### src/rtl/serv_wb_dshot.sv
// Four-channel DShot encoder on the SERV external Wishbone bus; frames are CRC'd and sent in lockstep.
// Define DSHOT_AUTO_REPEAT_EN to add the PERIOD register and its free-running retrigger counter.
module serv_wb_dshot #(
  parameter int BIT_CYCLES = 160,
  parameter int T1H_CYCLES = 120,
  parameter int T0H_CYCLES = 60
) (
  input  logic        i_clk,
  input  logic        i_rst,
  input  logic [31:0] i_wb_adr,
  input  logic [31:0] i_wb_dat,
  input  logic [3:0]  i_wb_sel,
  input  logic        i_wb_we,
  input  logic        i_wb_stb,
  input  logic        i_wb_cyc,
  output logic [31:0] o_wb_rdt,
  output logic        o_wb_ack,
  output logic [3:0]  o_dshot
);

  localparam int CW = $clog2(BIT_CYCLES);
  localparam logic [CW-1:0] CNT_LAST = CW'(BIT_CYCLES - 1);
  localparam logic [CW-1:0] T1H      = CW'(T1H_CYCLES);
  localparam logic [CW-1:0] T0H      = CW'(T0H_CYCLES);

  typedef enum logic {ST_IDLE = 1'b0, ST_SEND = 1'b1} state_e;

  state_e            state_q, state_d;
  logic [CW-1:0]     cnt_q, cnt_d;
  logic [3:0]        bit_q, bit_d;
  logic [3:0][11:0]  ch_q, ch_d;
  logic [3:0][15:0]  shift_q, shift_d;
  logic [15:0]       frames_q, frames_d;
  logic              ack_q, ack_d;
  logic [31:0]       rdt_q, rdt_d;
  logic [3:0]        dshot_q, dshot_d;

  logic              req, wr_en, sw_start, auto_start, start;
  logic [2:0]        adr;
  logic [31:0]       rd_mux;
  logic [23:0]       period_rd;
  logic              unused_ok;

  // Handshake: a request (stb & cyc) is acked exactly one cycle later for one cycle;
  // read data is registered into that ack cycle and writes commit at the edge closing it.
  assign req      = i_wb_stb & i_wb_cyc;
  assign adr      = i_wb_adr[4:2];
  assign wr_en    = req & i_wb_we & ack_q;
  assign sw_start = wr_en & (adr == 3'd4) & i_wb_sel[0] & i_wb_dat[0];
  assign start    = sw_start | auto_start;
  assign unused_ok = ^{i_wb_adr[31:5], i_wb_adr[1:0], i_wb_dat[31:12], i_wb_sel[3:2]};

  function automatic logic [15:0] dshot_frame(input logic [11:0] r);
    logic [11:0] v;
    v = {r[10:0], r[11]};
    return {v, v[3:0] ^ v[7:4] ^ v[11:8]};
  endfunction

`ifdef DSHOT_AUTO_REPEAT_EN
  logic [23:0] period_q, period_d, rep_cnt_q, rep_cnt_d;
  logic        pend_q, pend_d, tick, period_wr;

  assign period_wr = wr_en & (adr == 3'd6);
  assign period_rd = period_q;

  always_comb begin
    period_d   = period_q;
    rep_cnt_d  = rep_cnt_q;
    pend_d     = pend_q;
    tick       = 1'b0;
    auto_start = 1'b0;
    if (period_wr) begin
      if (i_wb_sel[0]) period_d[7:0]   = i_wb_dat[7:0];
      if (i_wb_sel[1]) period_d[15:8]  = i_wb_dat[15:8];
      if (i_wb_sel[2]) period_d[23:16] = i_wb_dat[23:16];
    end
    if (period_q != 24'd0) tick = (rep_cnt_q == period_q - 24'd1);
    auto_start = (state_q == ST_IDLE) & (pend_q | tick);
    if (period_wr || period_q == 24'd0 || tick) rep_cnt_d = 24'd0;
    else                                         rep_cnt_d = rep_cnt_q + 24'd1;
    // A wrap during SEND is remembered and launched in the first IDLE cycle.
    if (auto_start)   pend_d = 1'b0;
    else if (tick)    pend_d = 1'b1;
    if (period_d == 24'd0) pend_d = 1'b0;
  end

  always_ff @(posedge i_clk) begin
    if (i_rst) begin
      period_q  <= 24'd0;
      rep_cnt_q <= 24'd0;
      pend_q    <= 1'b0;
    end else begin
      period_q  <= period_d;
      rep_cnt_q <= rep_cnt_d;
      pend_q    <= pend_d;
    end
  end
`else
  assign auto_start = 1'b0;
  assign period_rd  = 24'd0;
`endif

  always_comb begin
    rd_mux = 32'd0;
    case (adr)
      3'd0, 3'd1, 3'd2, 3'd3: rd_mux = {20'd0, ch_q[adr[1:0]]};
      3'd4:                   rd_mux = {31'd0, state_q == ST_SEND};
      3'd5:                   rd_mux = {16'd0, frames_q};
      3'd6:                   rd_mux = {8'd0, period_rd};
      default:                rd_mux = 32'd0;
    endcase
    ack_d = req & ~ack_q;
    rdt_d = (req & ~ack_q) ? rd_mux : 32'd0;
  end

  always_comb begin
    state_d  = state_q;
    cnt_d    = cnt_q;
    bit_d    = bit_q;
    shift_d  = shift_q;
    frames_d = frames_q;
    ch_d     = ch_q;
    dshot_d  = 4'd0;

    for (int i = 0; i < 4; i++) begin
      if (wr_en && !adr[2] && adr[1:0] == 2'(i)) begin
        if (i_wb_sel[0]) ch_d[i][7:0]  = i_wb_dat[7:0];
        if (i_wb_sel[1]) ch_d[i][11:8] = i_wb_dat[11:8];
      end
    end

    case (state_q)
      ST_IDLE: begin
        if (start) begin
          for (int i = 0; i < 4; i++) shift_d[i] = dshot_frame(ch_q[i]);
          cnt_d   = '0;
          bit_d   = 4'd0;
          state_d = ST_SEND;
        end
      end
      ST_SEND: begin
        if (cnt_q == CNT_LAST) begin
          cnt_d = '0;
          for (int i = 0; i < 4; i++) shift_d[i] = {shift_q[i][14:0], 1'b0};
          if (bit_q == 4'd15) begin
            frames_d = frames_q + 16'd1;
            state_d  = ST_IDLE;
          end else begin
            bit_d = bit_q + 4'd1;
          end
        end else begin
          cnt_d = cnt_q + CW'(1);
        end
      end
      default: state_d = ST_IDLE;
    endcase

    // Pins are registered from next-state values so they are glitch-free yet track SEND exactly.
    for (int i = 0; i < 4; i++)
      dshot_d[i] = (state_d == ST_SEND) && (cnt_d < (shift_d[i][15] ? T1H : T0H));
  end

  always_ff @(posedge i_clk) begin
    if (i_rst) begin
      state_q  <= ST_IDLE;
      cnt_q    <= '0;
      bit_q    <= 4'd0;
      ch_q     <= '0;
      shift_q  <= '0;
      frames_q <= 16'd0;
      ack_q    <= 1'b0;
      rdt_q    <= 32'd0;
      dshot_q  <= 4'd0;
    end else begin
      state_q  <= state_d;
      cnt_q    <= cnt_d;
      bit_q    <= bit_d;
      ch_q     <= ch_d;
      shift_q  <= shift_d;
      frames_q <= frames_d;
      ack_q    <= ack_d;
      rdt_q    <= rdt_d;
      dshot_q  <= dshot_d;
    end
  end

  assign o_wb_ack = ack_q;
  assign o_wb_rdt = rdt_q;
  assign o_dshot  = dshot_q;

endmodule
### config.mk
export PLATFORM = sky130hd
export DESIGN_NAME = serv_wb_dshot
export DESIGN_NICKNAME = d
export VERILOG_FILES = /design/src/rtl/serv_wb_dshot.sv
export SDC_FILE = /design/constraint.sdc
export NUM_CORES = 1
export LEC_CHECK = 0
export BUFFER_PORTS_ARGS = -buffer_cell sky130_fd_sc_hd__buf_4
export CORE_ASPECT_RATIO = 1.75
export CORE_MARGIN = 5
export CORE_UTILIZATION = 61
export DETAILED_ROUTE_END_ITERATION = 12
export GPL_TIMING_DRIVEN = 0
export PLACE_DENSITY = 0.95
export SYNTH_ARGS = -nofsm -noshare
export SYNTH_HDL_FRONTEND = slang
export SYNTH_SLANG_ARGS = --single-unit
### constraint.sdc
create_clock -name i_clk -period 7.5 [get_ports i_clk]
set_input_delay 1.5 -clock i_clk [delete_from_list [all_inputs] [get_ports i_clk]]
set_output_delay 1.5 -clock i_clk [all_outputs]
set_load 0.005 [all_outputs]
== After elaboration in Yosys (flattened, before gate mapping) ==
Cells that the tools add are included.
Storage, ports and cells
  logic and storage cells: 108
  bits of input ports: 73
  flip-flop bits (word level): 178
Operators by class
  add/subtract/negate cells: 3
  equality and inequality tests: 13
  reduce and logical (&&, ||, !) cells: 25
  order comparisons: 5
  mux-type cells: 21
  bitwise logic cells: 18
Operator list (number)
  64-bit two-way mux: 2
  64-bit one-hot mux with 2 select lines: 1
  16-bit one-hot mux with 3 select lines: 1
  8-bit by 7-bit < comparator with 1-bit output: 4
  4-bit XOR: 8
  7-bit two-way mux: 4
  12-bit binary-select mux with 2-bit select: 1
  2-bit AND reduction: 9
  16-bit by 1-bit adder with 16-bit output, second input constant: 1
  8-bit two-way mux: 2
  8-bit one-hot mux with 2 select lines: 1
  12-bit two-way mux: 1
  4-bit two-way mux: 3
  1-bit logical AND: 9
  8-bit by 1-bit adder with 8-bit output, second input constant: 1
  8-bit equality test, second input constant: 1
  4-bit one-hot mux with 2 select lines: 1
  1-bit AND: 7
  3-bit by 2-bit equality test with 1-bit output, second input constant: 2
  3-bit equality test, second input constant: 2
  3-bit AND reduction: 2
  4-bit by 1-bit adder with 4-bit output, second input constant: 1
  2-bit equality test, second input constant: 2
  4-bit equality test, second input constant: 1
  13 further kinds: 18

== Longest topological paths before layout ==
Gate-level depths: netlist (run 1).
  depth in word-level cells: 11
  gate-level depth with buffers: 9

== Worst setup path before layout (run 1) ==
Ideal clock, no wire load.
  path type: input to register
  start point: in i_wb_adr[2]
  end point: reg dshot_q[3], in the netlist o_dshot[3]
  cell stages on the path: 8
  setup slack: 3867 ps
  path buffers: 2
  arrival time: 3543 ps
  required time: 7409 ps
  path through: buf_6 -> or2_4 -> nor4_1 -> clkbuf_1 -> nor3_1 -> or2_1 -> ha_1 -> a311oi_1
Between the ends
  cells in the longest elaborated chain, start to end: 9
  elaborated cells on any way between the ends: 13
  those cells by class: 1 x order compare; 1 x eq/ne; 7 x mux; 3 x bitwise; 1 x reduce/logical
Ends and longest elaborated chain
  from (decl): RTL line 10  | input logic [31:0] i_wb_adr,
  3-bit equality test (*): RTL line 49  | assign sw_start = wr_en & (adr == 3'd4) & i_wb_sel[0] & i_wb_dat[0];
  1-bit AND (*) (3 in a row): RTL line 49
  64-bit two-way mux: RTL line 134  | if (start) begin
  64-bit one-hot mux with 2 select lines: RTL line 132  | case (state_q)
  7-bit two-way mux: RTL line 160  | dshot_d[i] = (state_d == ST_SEND) && (cnt_d < (shift_d[i][15] ? T1H : T0H));
  8-bit by 7-bit < comparator with 1-bit output: RTL line 160
  1-bit logical AND (*): RTL line 160
  to (signal assigned): RTL line 183  | dshot_q <= dshot_d;
  to (decl): RTL line 36  | logic [3:0] dshot_q, dshot_d;
Every way passes the cells marked *; elsewhere a longest branch is shown, timed or not. The select of a mux whose other input is x is not followed.
A chain may end at the register's enable or synchronous reset.

== Worst setup path in the final report (run 1) ==
  start point: in i_wb_adr[2]
  end point: reg shift_q[33] in the netlist's numbering
Between the ends
  cells in the longest elaborated chain, start to end: 6
Ends and longest elaborated chain
  3-bit equality test: RTL line 49
  1-bit AND (3 in a row): RTL line 49
  2-bit inequality test (no source line)
  2-bit AND reduction (no source line)
  to (signal assigned): RTL line 179  | shift_q <= shift_d;
  to (decl): RTL line 32  | logic [3:0][15:0] shift_q, shift_d;
Every way passes these cells.

==> results of run 1 <==
## per-stage QoR
stage                     hold WS (ns)  instance area, um2
after global placement          0.4378                7630
after CTS                       0.4539                8224
after detailed placement        0.4450                7630
final                           0.4509                8224
after floorplan                 0.4316                7168
after global routing            0.4667                8224
## final timing paths
kind                       to  cells past startpoint  slack, ns        start
setup / recovery  shift_q[33]                      7       3.33  i_wb_adr[2]
hold / removal    shift_q[22]                      2       0.45  shift_q[22]
setup reg to reg  shift_q[33]                      6       4.30     o_wb_ack
hold reg to reg   shift_q[22]                      2       0.45  shift_q[22]
## synth_stat cells (all sizes together) (2+ instances only)
master,instances
dfxtp,162
nor2,101
nand2,75
a21oi,70
a22oi,68
mux2i,51
xnor2,45
clkbuf,44
buf,22
nor3,16
nand3,14
and3,13
mux4,12
ha,7
nand4,7
o21ai,6
a311oi,4
and4,4
inv,4
nor4,4
or2,4
or3,4
xor2,4
a22o,3
nand2b,3
or3b,3
nor2b,2
o22ai,2
or4,2
## flip-flops by register name, summed over array words and instances (netlist names)
register  flops
o_wb_ack      1
shift_q      64
bit_q         4
state_q       1
ch_q         48
o_dshot       4
cnt_q         8
o_wb_rdt     16
frames_q     16
## cell type report
cell class,count,area (um2)
Buffer,66,332.8
Clock buffer,18,439.2
Clock inverter,14,155.1
Fill cell,733,3292
Inverter,4,15.01
Multi-Input combinational cell,552,3577
Sequential cell,162,3243
Tap cell,135,168.9
Timing Repair Buffer,39,292.8
## power by group
group	leakage (nW)	internal, mW	switching (mW)	total, mW
Combinational	1.33	0.0198	0.0363	0.0561
Clock	0.276	0.503	0.379	0.882
Sequential	1.30	0.860	0.000545	0.861
## routing by layer
layer / routed length (um) / part of all wire (%)
met5: 0 / 0
met4: 2239 / 9.8
met3: 2348 / 10
met2: 11060 / 49
met1: 7139 / 31
## cell families after synthesis
logic type,count (synthesis)
XOR/XNOR,49
adder cells (fa/ha/maj),7
other,1
AO/OA/AOI/OAI,160
AND/OR/NAND/NOR,257
buffers and inverters,70
flip-flops,162
multiplexers,63
## critical path, cell delays in order
cell	delay, ns
buf_6	0.13
or2_4	0.29
nor4_1	1.04
clkbuf_1	0.48
clkbuf_1	0.53
a22oi_1	0.21
a21oi_1	0.32
==> results.sh, run 1 <==
export IMPL_vias=6677
export IMPL_first_pass_iters=7
export IMPL_hold_viol_final=0
export IMPL_via_per_inst=6.744
export IMPL_ys_warnings_count=0
export IMPL_ir_drop_uv=174.8
export IMPL_grt_total_usage_pct=32.89
export IMPL_synth_edff_count=0
export IMPL_crit_required_ns=7.83
export IMPL_drt_total_wl_um=22780
export IMPL_start_util_pct=61.76
export IMPL_synth_yosys_seq_area_share_pct=45.60
export IMPL_rsz0062_at_grt="no"
export IMPL_postSynthCellCount=769
export IMPL_grt_util_met2_pct=55.70
export IMPL_setup_tns_ns=0
export IMPL_synth_compound_area_share_pct=14.37
export IMPL_setup_slack_ns=3.326
export IMPL_dp_cells=958
export IMPL_fp_dieW_um=91.62
export IMPL_cts_root_buf="clkbuf_16"
export IMPL_synthTopCellsByArea="dfxtp_1 (46%), mux2i_1 (7.2%), a22oi_1 (7.2%)"
export IMPL_relSlewSlack_pct=16.18
export IMPL_period_needed_ns=4.174
export IMPL_drive_gt1_share_pct=12.51
export IMPL_die_area_um2=14000
export IMPL_place_hpwl_um=14830
export IMPL_ys_flop_type="dfxtp_1"
export IMPL_cts_buffers=17
export IMPL_cts_path_max_buffers=2
export IMPL_tightest_slew_ns=1.246
export IMPL_rows=52
export IMPL_path_max_fanout=10
export IMPL_utilization_pct=71.41
export IMPL_ys_async_sr_fraction_pct=0
export IMPL_antenna_found_initial=0
export IMPL_synth_distinct_cells=50
export IMPL_syn_cell_area_um2=7112
export IMPL_p_total_mw=1.799
export IMPL_synthAdderAreaFrac_pct=1.232
export IMPL_h_tree_depth=4
export IMPL_synthMuxAreaShare_pct=11.19
export IMPL_syn_avg_cell_area_um2=9.248
export IMPL_overflow=0
export IMPL_globalRoute_busiestLayer="met2"
export IMPL_setup_worst_path_class="in -> reg"
export IMPL_yosys_area_share_xor_xnor_pct=6.034
export IMPL_grt_pass1_wl_um=35710
export IMPL_io_pins=110
export IMPL_antenna_diode_count=0
export IMPL_cts_tree="done"
export IMPL_detailedPlace_worstSlack_ns=3.288
export IMPL_grt_max_degree=17
export IMPL_post_cts_resized=0
export IMPL_drt_iter0_markers=936
export IMPL_path_clk_slew_ns=0.07
export IMPL_drc=0
export IMPL_worstPathArrival_ns=4.50
export IMPL_finClkSkew_ns=0.006396
export IMPL_yosysTopAreaCellShare_pct=45.60
export IMPL_hp_class="reg -> reg"
export IMPL_max_cap_viol_count=0
export IMPL_gr_usage_met1_pct=32.43
export IMPL_place_congestion=0.9861
export IMPL_timing_final_crit_share_pct=55.65
export IMPL_slew_viol_final=0
export IMPL_first_global_vias=6777
export IMPL_status="completed"
export IMPL_layout_commonest_cell="dfxtp_1"
export IMPL_routedWlPerCell_um=23.01
export IMPL_fin_cells=990
export IMPL_fin_nets=922
export IMPL_hold_buffers=0
export IMPL_io_buffers=39
export IMPL_critPathLaunchType="input pin"
export IMPL_use_met3_pct=9.051
export IMPL_synth_simple_gate_area_share_pct=16.63
export IMPL_clk_latency_ns=0.44
export IMPL_die_y_um=152.8
export IMPL_syn2layout_area_growth_pct=15.64
export IMPL_ys_ff_latch=162
export IMPL_power_density_nw_per_um2=218.8
export IMPL_layout_common_cells="dfxtp_1 (162), nor2_1 (101), nand2_1 (75)"
export IMPL_timing_fmax_mhz=239.6
export IMPL_p_leak_nw=2.906
export IMPL_synth_top_family_by_area="simple AND/OR/NAND/NOR gates"
export IMPL_setup_violations=0
export IMPL_yosysTopAreaCell="dfxtp_1"
export IMPL_drtAntennaViolNets=0
export IMPL_core_area_um2=11520
export IMPL_end_kind="register"
export IMPL_cts_sinks=162
export IMPL_cts_setup_buffers=0
Power figures use the tool's default switching activity.
==> run 2: changes to the inputs <==
Settings changed: CORE_UTILIZATION 61 to 51, PLACE_DENSITY 0.95 to 0.86.
Clock period 7.5 ns to 3.37 ns, I/O delays scaled along.
==> run 2 against run 1 <==
- clock skew up 0.0039 ns
- largest power group is now registers
- first-iteration DRC count down 50%
- global-route usage down 8.5 points
- wire length down 12%
==> results.sh, run 2 (synthesis gave the netlist of run 1 again) <==
export IMPL_status="completed"
export IMPL_largest_register_ffs=64
export IMPL_fin_nets=922
export IMPL_power_density_nw_per_um2=477.4
export IMPL_top_register="shift_q"
export IMPL_tightest_slew_ns=1.031
export IMPL_finClkSkew_ns=0.01029
export IMPL_setup_worst_path_class="in -> reg"
export IMPL_vias=6113
export IMPL_drt_total_wl_um=20020
export IMPL_end_kind="register"
export IMPL_whs_ns=0.4528
export IMPL_routedWlPerCell_um=19.40
export IMPL_slowest_stage="nor4_1"
export IMPL_design_area_um2=8263
export IMPL_h_tree_depth=4
export IMPL_via_per_inst=5.923
export IMPL_critPathLaunchType="input pin"
export IMPL_antenna_found_initial=0
export IMPL_antenna_diode_count=0
export IMPL_cts_buffers=17
export IMPL_fp_dieW_um=99.27
export IMPL_layout_common_cells="dfxtp_1 (162), nor2_1 (101), nand2_1 (75)"
export IMPL_drive_gt1_share_pct=12.51
export IMPL_hp_class="reg -> reg"
export IMPL_timing_final_crit_share_pct=89.25
export IMPL_cts_tree="done"
export IMPL_place_congestion=0.9602
export IMPL_grt_max_degree=17
export IMPL_slew_viol_final=0
export IMPL_die_area_um2=16500
export IMPL_path_clk_slew_ns=0.06
export IMPL_cts_sinks=162
export IMPL_path_max_fanout=10
export IMPL_max_cap_viol_count=0
export IMPL_place_hpwl_um=14830
export IMPL_rows=57
export IMPL_post_cts_resized=0
export IMPL_drt_iter0_markers=471
export IMPL_timing_fmax_mhz=332.5
export IMPL_max_stage_delay_ns=0.87
export IMPL_first_global_vias=6103
export IMPL_post_dp_cell_area_um2=7682
export IMPL_layout_commonest_cell="dfxtp_1"
export IMPL_grt_pass1_wl_um=31380
export IMPL_syn2layout_area_growth_pct=16.19
export IMPL_rsz0062_at_grt="no"
export IMPL_clk_latency_ns=0.44
export IMPL_cp_cell_sequence="buf_6 > or2_4 > nor4_1 > clkbuf_1 > nor3_1 > or2_1 > ha_1 > a311oi_1"
export IMPL_hold_viol_final=0
export IMPL_crit_required_ns=3.71
export IMPL_ir_drop_uv=370.7
export IMPL_period_needed_ns=3.008
export IMPL_io_pins=110
export IMPL_drtAntennaViolNets=0
export IMPL_worstPathArrival_ns=3.35
export IMPL_top_regs="shift_q x64, ch_q x48"
export IMPL_io_buffers=39
export IMPL_overflow=0
export IMPL_drc=0
export IMPL_p_leak_nw=2.908
export IMPL_setup_violations=0
export IMPL_die_y_um=166.2
export IMPL_hold_buffers=0
export IMPL_first_pass_iters=6
export IMPL_core_area_um2=13760
export IMPL_setup_slack_ns=0.3623
export IMPL_detailedPlace_worstSlack_ns=-0.09314
export IMPL_start_util_pct=51.67
export IMPL_cts_root_buf="clkbuf_16"
export IMPL_grt_total_usage_pct=24.38
export IMPL_cts_path_max_buffers=2
export IMPL_relSlewSlack_pct=30.71
export IMPL_cts_setup_buffers=0
[run 2: cell count changes in the layout (fill, tap and decap cells not counted)]
cell,previous run,this run
bufinv_16,2,1
clkinv_4,2,1
clkinvlp_4,5,3
inv_6,4,6
inv_8,0,2
[run 2: power by group]
part	total (mW)	leakage (nW)	switching, mW	internal, mW
combinational	0.122	1.33	0.0778	0.0440
sequential	1.92	1.30	0.00114	1.91
clock	1.91	0.279	0.849	1.06
[run 2: final cells by class]
cell class | count | area, um2
Buffer | 66 | 332.8
Multi-Input combinational cell | 552 | 3577
Inverter | 4 | 15.01
Clock inverter | 14 | 141.4
Clock buffer | 18 | 439.2
Sequential cell | 162 | 3243
Fill cell | 1133 | 5502
Tap cell | 177 | 221.5
Timing Repair Buffer | 39 | 292.8
[run 2: per-stage QoR]
step           utilization (%)  std cells   TNS, ns  total power, mW
6_report                 60.03       1032         0            3.945
5_1_grt                  60.03       1032         0            4.065
4_1_cts                  60.03       1032         0            3.950
3_5_place_dp             55.81       1000  -0.09314            2.078
3_3_place_gp             55.81       1000         0            2.077
2_1_floorplan                -        784         0            2.027
[run 2: final timing paths]
check | from | to | slack (ns) | depth (start not counted)
setup reg to reg | o_wb_ack | o_dshot[3] | 0.46 | 7
hold reg to reg | shift_q[60] | shift_q[60] | 0.45 | 2
hold / removal | shift_q[60] | shift_q[60] | 0.45 | 2
setup / recovery | i_wb_adr[2] | o_dshot[3] | 0.36 | 8
[run 2: critical path: cells and delay by family]
family / cells / cell delay [ns]
AOI/OAI and AO/OA: 1 / 0.21
buffers and inverters: 2 / 0.62
adders and majority gates: 1 / 0.30
and+or+nand+nor: 4 / 1.55
[run 2: metal layers]
metal | track usage, % | share of wire [%] | vias up | wire length [um]
met5 | 0 | 0 | - | 0
met4 | 23.48 | 11 | 0 | 2120
met3 | 5.170 | 6.1 | 111 | 1223
met2 | 40.28 | 49 | 320 | 9822
met1 | 24.60 | 34 | 2836 | 6857
li1 | - | - | 2846 | -
